[src/rtl/instruction_encoder_if.sv]
// instruction_encoder_if: field-bundle input and encoded-word output handshakes of the RV32I encoder
interface instruction_encoder_if;
  logic        in_valid;
  logic        in_ready;
  logic [6:0]  opcode;
  logic [2:0]  funct3;
  logic [6:0]  funct7;
  logic [4:0]  rd;
  logic [4:0]  rs1;
  logic [4:0]  rs2;
  logic [31:0] imm;
  logic        out_valid;
  logic        out_ready;
  logic [31:0] instruction;
  logic        out_err;
  modport master (
    output in_valid, opcode, funct3, funct7, rd, rs1, rs2, imm, out_ready,
    input  in_ready, out_valid, instruction, out_err
  );
  modport slave (
    input  in_valid, opcode, funct3, funct7, rd, rs1, rs2, imm, out_ready,
    output in_ready, out_valid, instruction, out_err
  );
endinterface

[src/rtl/instruction_encoder.sv]
// instruction_encoder: packs RV32I fields into a word and queues it in a DEPTH-entry FIFO.
// Define ENC_RANGE_CHECK_EN to also flag immediates that do not fit their format.
module instruction_encoder #(
  parameter int DEPTH      = 2,
  parameter int NOP_ON_ERR = 1
) (
  input logic clk,
  input logic rst,
  instruction_encoder_if.slave bus
);
  localparam int AW = $clog2(DEPTH);
  localparam logic [AW:0] FULL = DEPTH[AW:0];
  logic [AW-1:0] wr_q, wr_d, rd_q, rd_d;
  logic [AW:0]   cnt_q, cnt_d;
  logic          rdy_q, rdy_d;
  logic [32:0]   mem_q [DEPTH];
  logic [32:0]   mem_d [DEPTH];
  logic [31:0]   word, imm;
  logic [6:0]    op;
  logic          bad, rerr, err, is_shift, push, pop;
  assign op       = bus.opcode;
  assign imm      = bus.imm;
  assign is_shift = op == 7'b0010011 && bus.funct3[1:0] == 2'b01;
  always_comb begin
    word = 32'h0;
    bad  = 1'b0;
    case (op)
      7'b0110011: word = {bus.funct7, bus.rs2, bus.rs1, bus.funct3, bus.rd, op};
      7'b0010011, 7'b0000011, 7'b1100111, 7'b1110011:
        word = is_shift ? {bus.funct7, imm[4:0], bus.rs1, bus.funct3, bus.rd, op}
                        : {imm[11:0], bus.rs1, bus.funct3, bus.rd, op};
      7'b0100011: word = {imm[11:5], bus.rs2, bus.rs1, bus.funct3, imm[4:0], op};
      7'b1100011: word = {imm[12], imm[10:5], bus.rs2, bus.rs1, bus.funct3, imm[4:1], imm[11], op};
      7'b0110111, 7'b0010111: word = {imm[31:12], bus.rd, op};
      7'b1101111: word = {imm[20], imm[10:1], imm[11], imm[19:12], bus.rd, op};
      default: bad = 1'b1;
    endcase
  end
`ifdef ENC_RANGE_CHECK_EN
  logic bad12, bad13, bad21;
  // A value fits N signed bits when every bit from N-1 upward equals the sign
  assign bad12 = !(&imm[31:11] || ~|imm[31:11]);
  assign bad13 = !(&imm[31:12] || ~|imm[31:12]);
  assign bad21 = !(&imm[31:20] || ~|imm[31:20]);
  always_comb begin
    rerr = 1'b0;
    case (op)
      7'b0010011, 7'b0000011, 7'b1100111, 7'b1110011: rerr = is_shift ? |imm[31:5] : bad12;
      7'b0100011: rerr = bad12;
      7'b1100011: rerr = bad13 | imm[0];
      7'b0110111, 7'b0010111: rerr = |imm[11:0];
      7'b1101111: rerr = bad21 | imm[0];
      default: rerr = 1'b0;
    endcase
  end
`else
  assign rerr = 1'b0;
`endif
  assign err           = bad | rerr;
  assign bus.in_ready  = rdy_q && cnt_q != FULL;
  assign bus.out_valid = cnt_q != '0;
  assign bus.instruction = mem_q[rd_q][31:0];
  assign bus.out_err     = mem_q[rd_q][32];
  assign push = bus.in_valid & bus.in_ready;
  assign pop  = bus.out_valid & bus.out_ready;
  always_comb begin
    mem_d = mem_q;
    if (push) mem_d[wr_q] = {err, (err && NOP_ON_ERR != 0) ? 32'h0000_0013 : word};
    wr_d  = push ? wr_q + AW'(1) : wr_q;
    rd_d  = pop ? rd_q + AW'(1) : rd_q;
    cnt_d = cnt_q + (AW+1)'(push) - (AW+1)'(pop);
    rdy_d = 1'b1;
  end
  always_ff @(posedge clk or posedge rst) begin
    if (rst) begin
      for (int i = 0; i < DEPTH; i++) mem_q[i] <= '0;
      wr_q  <= '0;
      rd_q  <= '0;
      cnt_q <= '0;
      rdy_q <= 1'b0;
    end else begin
      mem_q <= mem_d;
      wr_q  <= wr_d;
      rd_q  <= rd_d;
      cnt_q <= cnt_d;
      rdy_q <= rdy_d;
    end
  end
endmodule

[src/flat_wrapper.sv]
// flat-port wrapper written by rule: the top's interface ports become plain ports
module instruction_encoder_flat 
#(
  parameter int DEPTH      = 2,
  parameter int NOP_ON_ERR = 1
)
  (clk, rst, bus_in_valid, bus_opcode, bus_funct3, bus_funct7, bus_rd, bus_rs1, bus_rs2, bus_imm, bus_out_ready, bus_in_ready, bus_out_valid, bus_instruction, bus_out_err);
  instruction_encoder_if bus_i ();
  input logic clk;
  input logic rst;
  input wire logic [$bits(bus_i.in_valid)-1:0] bus_in_valid;
  input wire logic [$bits(bus_i.opcode)-1:0] bus_opcode;
  input wire logic [$bits(bus_i.funct3)-1:0] bus_funct3;
  input wire logic [$bits(bus_i.funct7)-1:0] bus_funct7;
  input wire logic [$bits(bus_i.rd)-1:0] bus_rd;
  input wire logic [$bits(bus_i.rs1)-1:0] bus_rs1;
  input wire logic [$bits(bus_i.rs2)-1:0] bus_rs2;
  input wire logic [$bits(bus_i.imm)-1:0] bus_imm;
  input wire logic [$bits(bus_i.out_ready)-1:0] bus_out_ready;
  output wire logic [$bits(bus_i.in_ready)-1:0] bus_in_ready;
  output wire logic [$bits(bus_i.out_valid)-1:0] bus_out_valid;
  output wire logic [$bits(bus_i.instruction)-1:0] bus_instruction;
  output wire logic [$bits(bus_i.out_err)-1:0] bus_out_err;
  assign bus_i.in_valid = bus_in_valid;
  assign bus_i.opcode = bus_opcode;
  assign bus_i.funct3 = bus_funct3;
  assign bus_i.funct7 = bus_funct7;
  assign bus_i.rd = bus_rd;
  assign bus_i.rs1 = bus_rs1;
  assign bus_i.rs2 = bus_rs2;
  assign bus_i.imm = bus_imm;
  assign bus_i.out_ready = bus_out_ready;
  assign bus_in_ready = bus_i.in_ready;
  assign bus_out_valid = bus_i.out_valid;
  assign bus_instruction = bus_i.instruction;
  assign bus_out_err = bus_i.out_err;
  instruction_encoder #(.DEPTH(DEPTH), .NOP_ON_ERR(NOP_ON_ERR)) u_core (.clk(clk), .rst(rst), .bus(bus_i));
endmodule
[config.mk]
export PLATFORM = sky130hd
export DESIGN_NAME = instruction_encoder_flat
export DESIGN_NICKNAME = d
export VERILOG_FILES = /design/src/rtl/instruction_encoder_if.sv /design/src/rtl/instruction_encoder.sv /design/src/flat_wrapper.sv
export SDC_FILE = /design/constraint.sdc
export NUM_CORES = 1
export LEC_CHECK = 0
export BUFFER_PORTS_ARGS = -buffer_cell sky130_fd_sc_hd__buf_2
export CAP_MARGIN = 20
export CORE_MARGIN = 1.5
export CORE_UTILIZATION = 56
export CTS_CLUSTER_DIAMETER = 50
export DETAILED_ROUTE_END_ITERATION = 8
export GPL_ROUTABILITY_DRIVEN = 0
export PLACE_DENSITY_LB_ADDON = 0.08
export SLEW_MARGIN = 20
export SYNTH_ARGS = -nofsm -noshare
export SYNTH_HDL_FRONTEND = slang
export SYNTH_SLANG_ARGS = --single-unit
[constraint.sdc]
create_clock -name clk -period 4.8 [get_ports clk]
set_input_delay 1.2 -clock clk [delete_from_list [all_inputs] [get_ports clk]]
set_output_delay 1.2 -clock clk [all_outputs]
set_load 0.005 [all_outputs]
==> flow_summary.yaml <==
clocking:
  cts_tree: "done"
  cts-root-buf: "clkbuf_8"
  path_clk_slew_ns: 0.07
  cts_resized: 0
  htree_levels: 3
  cts_buffer_depth: 2
  clkSinkCount: 71
  numCtsBuffers: 9
  clock_latency_ns: 0.35
  post-cts-setup-buffer-count: 0
  holdBufCountCts: 0
routing:
  wl_per_cell_um: 16.46
  ant_nets: 0
  num_vias: 3121
  drt-pass1-iter-count: 5
  vias_per_cell: 5.801
  routed_wirelength_um: 8857
  first_iter_violations: 154
  post-route-drc-count: 0
finish:
  drive_gt1_frac: 0.3926
  post-route-util: 0.6959
  antenna_cells: 0
  syn_to_final_growth_pct: 19.92
  nNetsFinal: 527
floorplan:
  coreArea_sq_mm: 0.006386
  rows: 29
  initial_core_util: 0.5803
  die_w_um: 84.35
  die-height_um: 84.35
  io_pins: 103
  die-area_sq_mm: 0.007115
power_and_ir_drop:
  vdd_drop_max_mv: 0.5163
  leakage_nw: 2.089
  powerDensity_mw_per_mm2: 417.3
global_route:
  grt.overflow.total: 0
  grt_util_all_layers: 0.2588
  grt_max_degree: 48
  grt_util_met1: 0.3387
  grt_pass1_wl_um: 14650
  met3_usage: 0.06391
  grt_busiest_layer: "met2"
  antenna_found_initial: 0
  grt_util_met2: 0.4327
  grt_pass1_vias: 3116
flow_run:
  maxCapViolCount: 0
yosys:
  synth_xor_area_frac: 0.007090
  synth_top_family_by_area: "compound AO/OA/AOI/OAI gates"
  yosys.area_share.simple: 0.1236
  synthMuxAreaShare: 0.1675
  synth.top_cells.by_area: "dfrtp_1 48%, mux2_2 15%, nand2_1 5.7%"
  mappedNetlistArea_sq_mm: 0.003706
  synth.distinct_cells: 45
  synthesis.nets: 434
  synth_compound_area_frac: 0.1789
  ys.flop_type: "dfrtp_1"
  synth-edff-count: 0
  ys_seq_elements: 71
  yosysWarnings: 0
  synthArstFlopShare: 1.000
  seq_area_frac_synth: 0.4794
  avgSynthCellArea_sq_um: 10.18
  synth_area_leader_cell: "dfrtp_1"
  synth_top_area_frac: 0.4794
  synthCells: 364
  synthAdderAreaFrac: 0.006752
hold_path:
  hold_path_depth: 1
  hp-start: "u_core.mem_q[0]"
  worstHoldEndpoint: "u_core.mem_q[0]"
  min-delay-path-class: "reg2reg"
placement:
  dpl_worst_slack_ns: 1.508
  place_hpwl_um: 6225
  portBuffers: 102
status:
  status: "finished clean"
timing:
  rsz0062_at_grt: "no"
  maxSlewViolCount: 0
  relSlewSlack: 0.3738
  setup_violations: 0
  hold_slack_ns: 0.4608
  fin_crit_sh: 0.6166
  tightest_slew_ns: 0.9379
  period_minus_slack_ns: 2.960
  hold_violations: 0
  setup-tns-final_ns: 0
  finalClockSkew_ns: 0.006519
  final.setup.worst_slack_ns: 1.840
  fmax_ghz: 0.3379
critical_path:
  crit_path_start_kind: "primary input"
  reg2reg_depth: 6
  critical_path_required_ns: 5.06
  rrSetupSlack_ns: 2.99
  rr_startpoint: "u_core.cnt_q[1]"
  crit_type: "in2reg"
  timing.rr.end: "u_core.mem_q[38]"
  cp-end-kind: "flip-flop"
  cp_max_fo: 14
  cp.arrival_ns: 3.22
## cell usage in the layout, fill, tap and decap left out, types with 2 or more instances in the layout
| master | n |
|---|---|
| nand2_1 | 55 |
| clkbuf_1 | 2 |
| nor3_2 | 2 |
| or2_1 | 2 |
| o21a_1 | 2 |
| buf_4 | 5 |
| buf_2 | 102 |
| a222oi_1 | 5 |
| dfrtp_1 | 71 |
| o21ai_0 | 16 |
| a22oi_1 | 15 |
| inv_2 | 3 |
| ha_1 | 2 |
| o21ai_1 | 29 |
| mux2i_1 | 8 |
| mux2_2 | 48 |
| nor2_1 | 13 |
| xnor2_1 | 2 |
| nand2b_1 | 6 |
| clkbuf_8 | 9 |
| inv_1 | 5 |
| clkinv_2 | 2 |
| nor2b_1 | 2 |
| nand3_1 | 2 |
| a21oi_1 | 6 |
| and2_1 | 2 |
| a31oi_1 | 10 |
| o211ai_1 | 12 |
## cells by family (layout without fill, tap and decap cells)
family                   count (synthesis)  count (layout)
AO/OA/AOI/OAI                          103             103
XOR/XNOR                                 3               3
adder cells (fa/ha/maj)                  2               2
buffers and inverters                   33             130
flip-flops                              71              71
multiplexers                            56              56
other                                    1               1
AND/OR/NAND/NOR                         95              95
## synthesized netlist by cell type (2+ instances only)
master    instances
a21oi_1           6
a222oi_1          5
a22oi_1          15
a31oi_1          10
and2_1            2
buf_1             2
buf_2             7
clkbuf_1         16
dfrtp_1          71
ha_1              2
inv_1             6
inv_2             2
mux2_2           48
mux2i_1           8
nand2_1          56
nand2b_1          6
nand3_1           2
nor2_1           13
nor2b_1           2
nor3_2            2
nor4_1            2
o211ai_1         12
o21a_1            2
o21ai_0          16
o21ai_1          29
or2_1             2
xnor2_1           2
## worst max path at each step
stage	start	end	slack, ns	cells after the start
floorplan	rst	u_core.cnt_q[0]	1.80	1
global placement	bus_opcode[6]	u_core.mem_q[15]	1.62	6
detailed placement	bus_opcode[6]	u_core.mem_q[16]	1.51	6
CTS	bus_opcode[4]	u_core.mem_q[16]	1.85	6
global route	bus_opcode[4]	u_core.mem_q[16]	1.61	6
finish	bus_opcode[4]	u_core.mem_q[17]	1.84	6
## sequential cells by signal (all words and copies together), names as in the netlist
register	count
u_core.mem_q	66
u_core.wr_q	1
u_core.rd_q	1
u_core.cnt_q	2
u_core.rdy_q	1
## metrics by stage
stage | cell area (sq um) | std cells | power, mW
after floorplan | 3706 | 364 | 1.208
after global placement | 4254 | 523 | 1.397
after detailed placement | 4254 | 523 | 1.419
after CTS | 4433 | 538 | 1.867
after global routing | 4444 | 538 | 1.967
final | 4444 | 538 | 1.855
## worst max-delay path: stages
cell      delay (ns)
buf_2           0.23
nand4b_1        0.30
nor3_2          0.75
or2_1           0.40
a22oi_1         0.17
o21ai_1         0.16
## where the power goes
| part | total [mW] | switching, mW | internal, mW |
|---|---|---|---|
| sequential | 0.808 | 0.0713 | 0.736 |
| clock | 0.451 | 0.215 | 0.236 |
| combinational | 0.596 | 0.306 | 0.290 |
| total | 1.85 | 0.593 | 1.26 |
## routing by layer
metal	up-vias	part of all wire
li1	1504	-
met1	1507	0.43
met2	99	0.49
met3	11	0.063
met4	0	0.0098
met5	-	0
## final cells by class
class,instances,area (sq um)
Multi-Input combinational cell,260,1814
Clock buffer,11,131.4
Clock inverter,4,47.55
Sequential cell,71,1777
Inverter,8,30.03
Fill cell,523,1942
Tap cell,77,96.34
Timing Repair Buffer,107,548.0
Note: power is estimated with default switching activity, not from simulation.
